File: config.mk
export PLATFORM = sky130hd
export DESIGN_NAME = mem_port_scheduler
export DESIGN_NICKNAME = d
export VERILOG_FILES = /design/src/rtl/mem_port_scheduler.sv
export SDC_FILE = /design/constraint.sdc
export NUM_CORES = 1
export LEC_CHECK = 0
export ABC_AREA = 1
export BUFFER_PORTS_ARGS = -buffer_cell sky130_fd_sc_hd__buf_2
export CAP_MARGIN = 25
export CORE_AREA = 4 4 141 143
export DETAILED_ROUTE_END_ITERATION = 12
export DIE_AREA = 0 0 145 147
export PLACE_DENSITY_LB_ADDON = 0.1
export SLEW_MARGIN = 5
export SYNTH_ARGS = -nofsm -noshare
export SYNTH_HDL_FRONTEND = slang
export SYNTH_SLANG_ARGS = --single-unit
File: constraint.sdc
create_clock -name clk -period 1.8 [get_ports clk]
set_clock_uncertainty 0.15 [all_clocks]
set_input_delay 0.09 -clock clk [delete_from_list [all_inputs] [get_ports clk]]
set_output_delay 0.09 -clock clk [all_outputs]
set_load 0.02 [all_outputs]
File: src/rtl/mem_port_scheduler.sv
// rtl/mem_port_scheduler.sv - single-port memory scheduler for load and store ports
module mem_port_scheduler #(
   parameter int LOAD_COUNT   = 2,
   parameter int STORE_COUNT  = 2,
   parameter int ADDRESS_SIZE = 32,
   parameter int DATA_SIZE    = 32,
   parameter int STARVE_LIMIT = 4
) (
   input  logic                                clk,
   input  logic                                rst,
   input  logic [LOAD_COUNT-1:0]               ld_valid,
   input  logic [LOAD_COUNT*ADDRESS_SIZE-1:0]  ld_addr,
   output logic [LOAD_COUNT-1:0]               ld_ready,
   output logic [LOAD_COUNT-1:0]               ld_data_valid,
   output logic [LOAD_COUNT*DATA_SIZE-1:0]     ld_data,
   input  logic [LOAD_COUNT-1:0]               ld_data_ready,
   input  logic [STORE_COUNT-1:0]              st_valid,
   input  logic [STORE_COUNT*ADDRESS_SIZE-1:0] st_addr,
   input  logic [STORE_COUNT*DATA_SIZE-1:0]    st_data,
   output logic [STORE_COUNT-1:0]              st_ready,
   output logic                                mem_en,
   output logic                                mem_we,
   output logic [ADDRESS_SIZE-1:0]             mem_addr,
   output logic [DATA_SIZE-1:0]                mem_wdata,
   input  logic [DATA_SIZE-1:0]                mem_rdata,
   output logic                                idle
);

   localparam int LW = (LOAD_COUNT  > 1) ? $clog2(LOAD_COUNT)  : 1;
   localparam int SW = (STORE_COUNT > 1) ? $clog2(STORE_COUNT) : 1;
   localparam logic [7:0] LIMIT = 8'(STARVE_LIMIT);

   logic [LOAD_COUNT-1:0] inflight;
   logic [LOAD_COUNT-1:0] slot_full;
   logic [DATA_SIZE-1:0]  slot_data [LOAD_COUNT];
   logic [LW-1:0]         ld_ptr;
   logic [SW-1:0]         st_ptr;
   logic [7:0]            starve_cnt;

   logic [LOAD_COUNT-1:0] ld_elig;
   logic                  ld_any;
   logic                  st_any;
   logic                  force_st;
   logic                  grant_ld;
   logic                  grant_st;
   logic [LW-1:0]         ld_pick;
   logic [LW-1:0]         ld_idx;
   logic [SW-1:0]         st_pick;
   logic [SW-1:0]         st_idx;

   // A port with a full slot or a read in flight is held off, even if its slot drains this cycle
   assign ld_elig  = ld_valid & ~slot_full & ~inflight;
   assign ld_any   = |ld_elig;
   assign st_any   = |st_valid;
   assign force_st = (starve_cnt == LIMIT) && st_any;

   // Nothing is granted while reset is held so every output stays at zero
   assign grant_st = rst && st_any && (force_st || !ld_any);
   assign grant_ld = rst && ld_any && !force_st;

   // Load round-robin: walk backwards so the nearest port after the pointer is the final pick
   always_comb begin
      ld_pick = '0;
      ld_idx  = '0;
      for (int k = LOAD_COUNT; k >= 1; k--) begin
         ld_idx = LW'((int'(ld_ptr) + k) % LOAD_COUNT);
         if (ld_elig[ld_idx]) ld_pick = ld_idx;
      end
   end

   // Store round-robin, same search order as the loads
   always_comb begin
      st_pick = '0;
      st_idx  = '0;
      for (int k = STORE_COUNT; k >= 1; k--) begin
         st_idx = SW'((int'(st_ptr) + k) % STORE_COUNT);
         if (st_valid[st_idx]) st_pick = st_idx;
      end
   end

   // Drive the single memory port and the one-hot grant for the winning class
   always_comb begin
      ld_ready  = '0;
      st_ready  = '0;
      mem_en    = 1'b0;
      mem_we    = 1'b0;
      mem_addr  = '0;
      mem_wdata = '0;
      if (grant_ld) begin
         ld_ready[ld_pick] = 1'b1;
         mem_en            = 1'b1;
         mem_addr          = ld_addr[int'(ld_pick)*ADDRESS_SIZE +: ADDRESS_SIZE];
      end else if (grant_st) begin
         st_ready[st_pick] = 1'b1;
         mem_en            = 1'b1;
         mem_we            = 1'b1;
         mem_addr          = st_addr[int'(st_pick)*ADDRESS_SIZE +: ADDRESS_SIZE];
         mem_wdata         = st_data[int'(st_pick)*DATA_SIZE +: DATA_SIZE];
      end
   end

   for (genvar g = 0; g < LOAD_COUNT; g++) begin : g_slot_out
      assign ld_data[g*DATA_SIZE +: DATA_SIZE] = slot_data[g];
   end

   assign ld_data_valid = slot_full;
   assign idle          = !(|ld_valid) && !(|st_valid) && !(|inflight) && !(|slot_full);

   // Scheduler state: pointers, starvation count, in-flight reads and response slots
   always_ff @(posedge clk or negedge rst) begin
      if (!rst) begin
         ld_ptr     <= LW'(LOAD_COUNT - 1);
         st_ptr     <= SW'(STORE_COUNT - 1);
         starve_cnt <= '0;
         inflight   <= '0;
         slot_full  <= '0;
         for (int i = 0; i < LOAD_COUNT; i++) slot_data[i] <= '0;
      end else begin
         if (grant_ld) ld_ptr <= ld_pick;
         if (grant_st) st_ptr <= st_pick;

         if (grant_st) begin
            starve_cnt <= '0;
         end else if (st_any && grant_ld && (starve_cnt < LIMIT)) begin
            starve_cnt <= starve_cnt + 8'd1;
         end

         // A read is in flight for exactly one cycle; its data lands in the slot the cycle after
         for (int i = 0; i < LOAD_COUNT; i++) begin
            if (inflight[i]) begin
               slot_full[i] <= 1'b1;
               slot_data[i] <= mem_rdata;
            end else if (slot_full[i] && ld_data_ready[i]) begin
               slot_full[i] <= 1'b0;
            end
         end
         inflight <= ld_ready;
      end
   end

endmodule

==> results of run 1 <==
through the flow:
| stage | setup slack [ps] | TNS [ps] | total power, mW |
|---|---|---|---|
| after floorplan | 58.4 | 0 | 6.32 |
| after global placement | -184 | -3590 | 8.51 |
| after detailed placement | -196 | -3940 | 8.54 |
| after CTS | -378 | -23470 | 11.2 |
| after global routing | -472 | -30010 | 12.5 |
| final | -373 | -22390 | 11.7 |
cells by family (layout without fill, tap and decap cells):
family          after synthesis  after routing  share of synthesized area (%)
simple gates                658            659                           51.7
buf+inv                     104            523                           9.23
flops                        78             78                           38.2
compound gates                4              4                          0.392
fa+ha+maj                     2              2                          0.489
other cells                   0              3                              0
where the power goes:
part | switching, mW | internal [mW]
Combinational | 4.14 | 2.72
Clock | 0.750 | 1.08
Sequential | 0.419 | 2.54
Total | 5.31 | 6.34
cell usage after synthesis, types with 2 or more instances:
library cell  instances
dfrtp_1              76
inv_1                49
buf_1                 3
nor2_1               48
buf_4                 8
buf_2                19
buf_6                 3
dfstp_2               2
inv_4                 2
nor3_1                2
o21ai_0               4
inv_2                 4
ha_1                  2
clkbuf_1             16
nand2_4               2
nand3_1              71
nand2_2               3
nand2_1             527
worst max-delay path, delay by kind of cell, from the launching register on:
kind	cells	cell delay, ps
simple gates	6	640
flops	1	390
fa+ha+maj	1	150
buf+inv	3	410
area by class of cell:
type | count | area, um^2 | area share (%)
inverter | 55 | 219 | 2.37
multi-input combinational | 665 | 3230 | 35.0
sequential | 78 | 1950 | 21.1
antenna | 3 | 7.51 | 0.0812
clock inverter | 6 | 70.1 | 0.758
timing repair buffer | 452 | 3240 | 35.0
tap | 234 | 293 | 3.17
clock buffer | 10 | 229 | 2.48
layer usage:
layer | vias to the layer above | global-route usage [%]
met2 | 262 | 35.8
li1 | 3376 | -
met4 | 0 | 5.70
met5 | - | 0
met3 | 45 | 4.94
met1 | 2944 | 23.2
layout by cell type (no fill, tap or decap), types with 4 or more instances in the layout:
cell type / count
buf_12: 16
buf_2: 297
buf_4: 39
buf_6: 59
clkbuf_16: 13
dfrtp_1: 76
dlygate4sd3_1: 36
inv_1: 43
inv_2: 8
nand2_1: 488
nand2_2: 37
nand2_4: 5
nand3_1: 44
nand3_2: 13
nand3_4: 16
nor2_1: 14
nor2_2: 24
nor2_4: 11
o21ai_0: 4
repair_timing:
| item | CTS | global route |
|---|---|---|
| endpoints found under the hold margin | 143 | 1 |
| cloned | 2 | 4 |
| resized for setup | 172 | 111 |
| endpoints found under the setup margin | 80 | 79 |
| pin swaps | 11 | 29 |
| buffers inserted | 8 | 3 |
| hold buffers | 35 | 1 |
worst paths after layout:
kind                                            from                         to  slack [ps]
min reg2reg                  ld_data[32]$_DFFE_PN0P_    ld_data[32]$_DFFE_PN0P_         320
max                        starve_cnt[0]$_DFFE_PN0P_              mem_wdata[18]        -370
max reg2reg                starve_cnt[0]$_DFFE_PN0P_  starve_cnt[4]$_DFFE_PN0P_         -10
min in group asynchronous                        rst  starve_cnt[5]$_DFFE_PN0P_          90
max in group asynchronous                        rst         st_ptr$_DFFE_PN1P_         720
min                                              rst         ld_ptr$_DFFE_PN1N_          50
flip-flops by register name, indices dropped and copies added, names as in the netlist:
| name | count |
|---|---|
| inflight | 2 |
| st_ptr | 1 |
| starve_cnt | 8 |
| ld_data | 64 |
| ld_ptr | 1 |
| ld_data_valid | 2 |
==> impl_metrics.csv, run 1 <==
group,metric,value,unit
detailed_routing,drc,0,
global_route,grt_pass1_vias,6346,
setup_path,crit_path_end_kind,"primary output",
min_path,hold_depth,5,
clock_network,clk_path_buf_depth,2,
setup_path,critical_path_arrival,1930,ps
detailed_routing,wl_per_cell,15.3,um
logic_synthesis,synth.top_cell.area_share,38.7,%
timing,fmax,460,MHz
layout,final_util,49.8,%
setup_path,rr_worst_depth,11,
floorplanning,core,18600,um^2
detailed_routing,dr_wl_met3,1.64,mm
detailed_routing,vias_per_cell,4.41,
placement,dpl.cell_count,1432,
logic_synthesis,synth_nets,1080,
placement,dpl.hpwl,16.5,mm
detailed_routing,wl_met1,8.91,mm
logic_synthesis,synth_warnings,0,
floorplanning,num_rows,50,
global_route,grt_usage,19.8,%
detailed_routing,drt_pass1_iterations,4,
detailed_routing,finalWirelength,23.1,mm
outcome,violations,"setup timing",
timing,post-route-period-util,121,%
layout,final_area,9250,um^2
outcome,status,"finished with violations",
timing,fin_ws,-373,ps
global_route,overflow,0,
placement,placed_area,7380,um^2
detailed_routing,final_antenna_net_count,0,
floorplanning,dieArea,21300,um^2
timing,drv_slew,0,
setup_path,start_kind,"register",
timing,finalSetupViolCount,77,
global_route,grt_pass1_wl,34.3,mm
pwr,p_per_area,1260,nW/um^2
timing,rsz0062_at_grt,"true",
placement,portBuffers,368,
clock_network,tritoncts,"built",
timing,whs,48.2,ps
layout,nets,1495,
logic_synthesis,synthArstFlopShare,100,%
setup_path,crit_type,"reg -> out",
clock_network,clockRootBuffer,"clkbuf_16",
timing,hold_violations,0,
timing,relSlewSlack,73.3,%
clock_network,clock_sinks,78,
layout,syn_to_final_growth,80.8,%
timing,fin_crit,2170,ps
detailed_routing,routed.top_layer,"met4",
logic_synthesis,synth-seq-cells,78,
logic_synthesis,synth_area,5110,um^2
setup_path,path_max_fanout,13,
logic_synthesis,synth.area.top_cells,"nand2_1 39%, dfrtp_1 37%, nand3_1 7.0%",
global_route,grt_max_degree,76,
logic_synthesis,synth_cell_type_count,23,
floorplanning,die_h,147,um
floorplanning,start_util,27.5,%
clock_network,clk_latency,330,ps
global_route,grt_antenna_before_repair,3,
setup_path,max_stage_delay,390,ps
setup_path,path_cells,"inv_2 > ha_4 > nand2_4 > nor2_4 > nand3_4 > nand2_8 > nand2_8 > buf_12 > nor2_2 > buf_4",
detailed_routing,vias,6627,
clock_network,cts_made_buffers,9,
placement,gp_congestion,0.906,
min_path,hold_path.class,"in -> reg",
setup_path,cp.required,1560,ps
logic_synthesis,synth.avg_cell_area,6.04,um^2
job,maxCapViolCount,0,
detailed_routing,drtIter0Drc,398,
logic_synthesis,synth_edf_count,0,
logic_synthesis,synth_ff_type,"dfrtp_1",
clock_network,htree_levels,3,
timing,tightestPinTransition,400,ps
detailed_routing,route.met2.wl,11.8,mm
layout,nFillCells,1932,
logic_synthesis,synthesis.instances,846,
setup_path,crit_top_cell,"nand2_8",
setup_path,cpMaxStageDelayCell,"dfrtp_1",
floorplanning,die_w,145,um
clock_network,path_clk_slew,60,ps
layout,fin_cells,1503,
pwr,ir_worst_vdd,0.741,mV
logic_synthesis,synth_seq_area_share,38.2,%
floorplanning,ios,369,
pwr,leakage,5.38,nW
layout,drive_gt1_share,43.9,%
logic_synthesis,yosys.area.top_type,"nand2_1",
Note: power is estimated with default switching activity, not from simulation.
==> run 2, diff against run 1 <==
--- a/config.mk
+++ b/config.mk
@@ -8,9 +8,11 @@
 export ABC_AREA = 1
 export BUFFER_PORTS_ARGS = -buffer_cell sky130_fd_sc_hd__buf_2
 export CAP_MARGIN = 25
-export CORE_AREA = 4 4 141 143
+export CELL_PAD_IN_SITES_DETAIL_PLACEMENT = 1
+export CELL_PAD_IN_SITES_GLOBAL_PLACEMENT = 1
+export CORE_MARGIN = 4
+export CORE_UTILIZATION = 26
 export DETAILED_ROUTE_END_ITERATION = 12
-export DIE_AREA = 0 0 145 147
 export PLACE_DENSITY_LB_ADDON = 0.1
 export SLEW_MARGIN = 5
 export SYNTH_ARGS = -nofsm -noshare
==> impl_metrics.csv, run 2 (synthesized netlist as in run 1, its figures left out) <==
group,metric,value,unit
outcome,status,"finished with violations",
outcome,violations,"setup timing",
global_route,overflow,0,
detailed_routing,vias,6851,
timing,fin_tns_setup,-20090,ps
setup_path,cp-startpoint,"starve_cnt[0]$_DFFE_PN0P_",
placement,dp_slack,-74.8,ps
clock_network,tritoncts,"built",
layout,mostFrequentLayoutCell,"nand2_1",
layout,final_util,47.7,%
global_route,grt_pass1_vias,7118,
setup_path,rr_worst_depth,11,
detailed_routing,drc,0,
setup_path,cp-endpoint,"mem_wdata[25]",
timing,finalSetupViolCount,70,
setup_path,reg2reg_from,"starve_cnt[0]$_DFFE_PN0P_",
timing,drv_slew,0,
setup_path,cpLargestDelayFamily,"simple AND/OR/NAND/NOR gates",
setup_path,crit_cells,10,
clock_network,clock_sinks,78,
setup_path,path_cells,"inv_2 > ha_4 > nand2_4 > nor2_4 > nand3_4 > nand2_8 > nand2_8 > clkbuf_16 > nor2_4 > buf_6",
timing,post-route-period-util,120,%
setup_path,critical_path_arrival,1920,ps
setup_path,crit_type,"reg -> out",
pwr,p_per_area,1290,nW/um^2
setup_path,path_max_fanout,7,
setup_path,cpMaxStageDelayCell,"dfrtp_1",
setup_path,critPathBufInv,3,
setup_path,ff2ff_setup_slack,0,ps
clock_network,cts_made_buffers,9,
setup_path,r2r-end,"starve_cnt[4]$_DFFE_PN0P_",
global_route,grt_pass1_wl,38.4,mm
setup_path,max_stage_delay,390,ps
layout,nets,1495,
layout,fin_cells,1537,
setup_path,crit_path_end_kind,"primary output",
floorplanning,die_h,148,um
global_route,grt_usage,22.0,%
timing,fin_crit,2160,ps
clock_network,htree_levels,3,
job,maxCapViolCount,0,
detailed_routing,drtIter0Drc,187,
floorplanning,dieArea,22000,um^2
pwr,leakage,5.41,nW
setup_path,cp.required,1560,ps
clock_network,clk_latency,330,ps
clock_network,clk_path_buf_depth,2,
placement,portBuffers,368,
floorplanning,start_util,26.4,%
floorplanning,num_rows,51,
detailed_routing,final_antenna_net_count,0,
min_path,hold_path.class,"in -> reg",
placement,dpl.hpwl,19.1,mm
detailed_routing,drt_pass1_iterations,4,
layout,final_cell_mix,"512 x nand2_1, 296 x buf_2, 76 x dfrtp_1, 61 x buf_6, 57 x nand3_1",
setup_path,start_kind,"register",
detailed_routing,wl_per_cell,17.2,um
global_route,grt_antenna_before_repair,5,
placement,dpl.cell_count,1461,
floorplanning,die_w,148,um
timing,rsz0062_at_grt,"true",
global_route,grt_max_degree,74,
layout,syn_to_final_growth,80.9,%
floorplanning,ios,369,
detailed_routing,vias_per_cell,4.46,
floorplanning,core,19400,um^2
layout,drive_gt1_share,40.8,%
timing,relSlewSlack,70.3,%
timing,tightestPinTransition,444,ps
pwr,ir_worst_vdd,0.706,mV
clock_network,clockRootBuffer,"clkbuf_16",
clock_network,path_clk_slew,60,ps
detailed_routing,finalWirelength,26.4,mm
placement,gp_congestion,0.828,
layout,largest_reg_flops,64,
timing,fin_ws,-361,ps
timing,fmax,463,MHz
timing,whs,33.4,ps
timing,hold_violations,0,
run 2: layout make-up:
cell class	count	area, um^2
diodes	6	15.0
clock buffers	9	225
clock inverters	7	120
multi-input cells	665	3100
well taps	265	332
repair buffers	452	3280
fillers	2578	10200
inverters	55	214
flip-flops and latches	78	1950
run 2: per-layer routing:
| metal | track usage, % | part of all wire [%] |
|---|---|---|
| met1 | 25.1 | 39 |
| met2 | 40.8 | 52 |
| met3 | 5.51 | 6.2 |
| met4 | 5.73 | 2.7 |
| met5 | 0 | 0 |
run 2: worst min-delay path by stage:
stage | startpoint | endpoint | slack (ps) | cells after the start
5_1_grt | rst | ld_ptr$_DFFE_PN1N_ | 90 | 5
6_report | rst | ld_ptr$_DFFE_PN1N_ | 30 | 5
4_1_cts | rst | ld_ptr$_DFFE_PN1N_ | 30 | 5
2_1_floorplan | rst | inflight[0]$_DFF_PN0_ | -360 | 0
3_5_place_dp | rst | starve_cnt[0]$_DFFE_PN0P_ | -210 | 1
3_3_place_gp | rst | starve_cnt[0]$_DFFE_PN0P_ | -220 | 1
run 2: power breakdown:
group	switching, mW	leakage [nW]	total [mW]	internal [mW]
Sequential	0.418	0.969	2.96	2.54
Combinational	4.19	4.27	6.86	2.67
Clock	0.739	0.166	2.10	1.36
Total	5.35	5.41	11.9	6.57
run 2: worst register-to-register path, delay by kind of cell (launching register included):
family        cells  cell delay [ps]
simple gates      6              590
buf+inv           4              410
flops             1              390
fa+ha+maj         1              140
run 2: timing repair:
action | in CTS | in global routing
setup endpoints to repair | 78 | 80
hold endpoints to repair | 72 | 0
pin swaps | 9 | 17
setup buffers | 9 | 1
hold buffers | 36 | 0
gates cloned | 3 | 5
resized for setup | 122 | 125
run 2: per-stage QoR:
step,cell area [um^2],power (mW)
2_1_floorplan,5110,6.32
3_3_place_gp,7390,8.56
3_5_place_dp,7390,8.66
4_1_cts,8630,11.5
5_1_grt,9250,12.8
6_report,9250,11.9
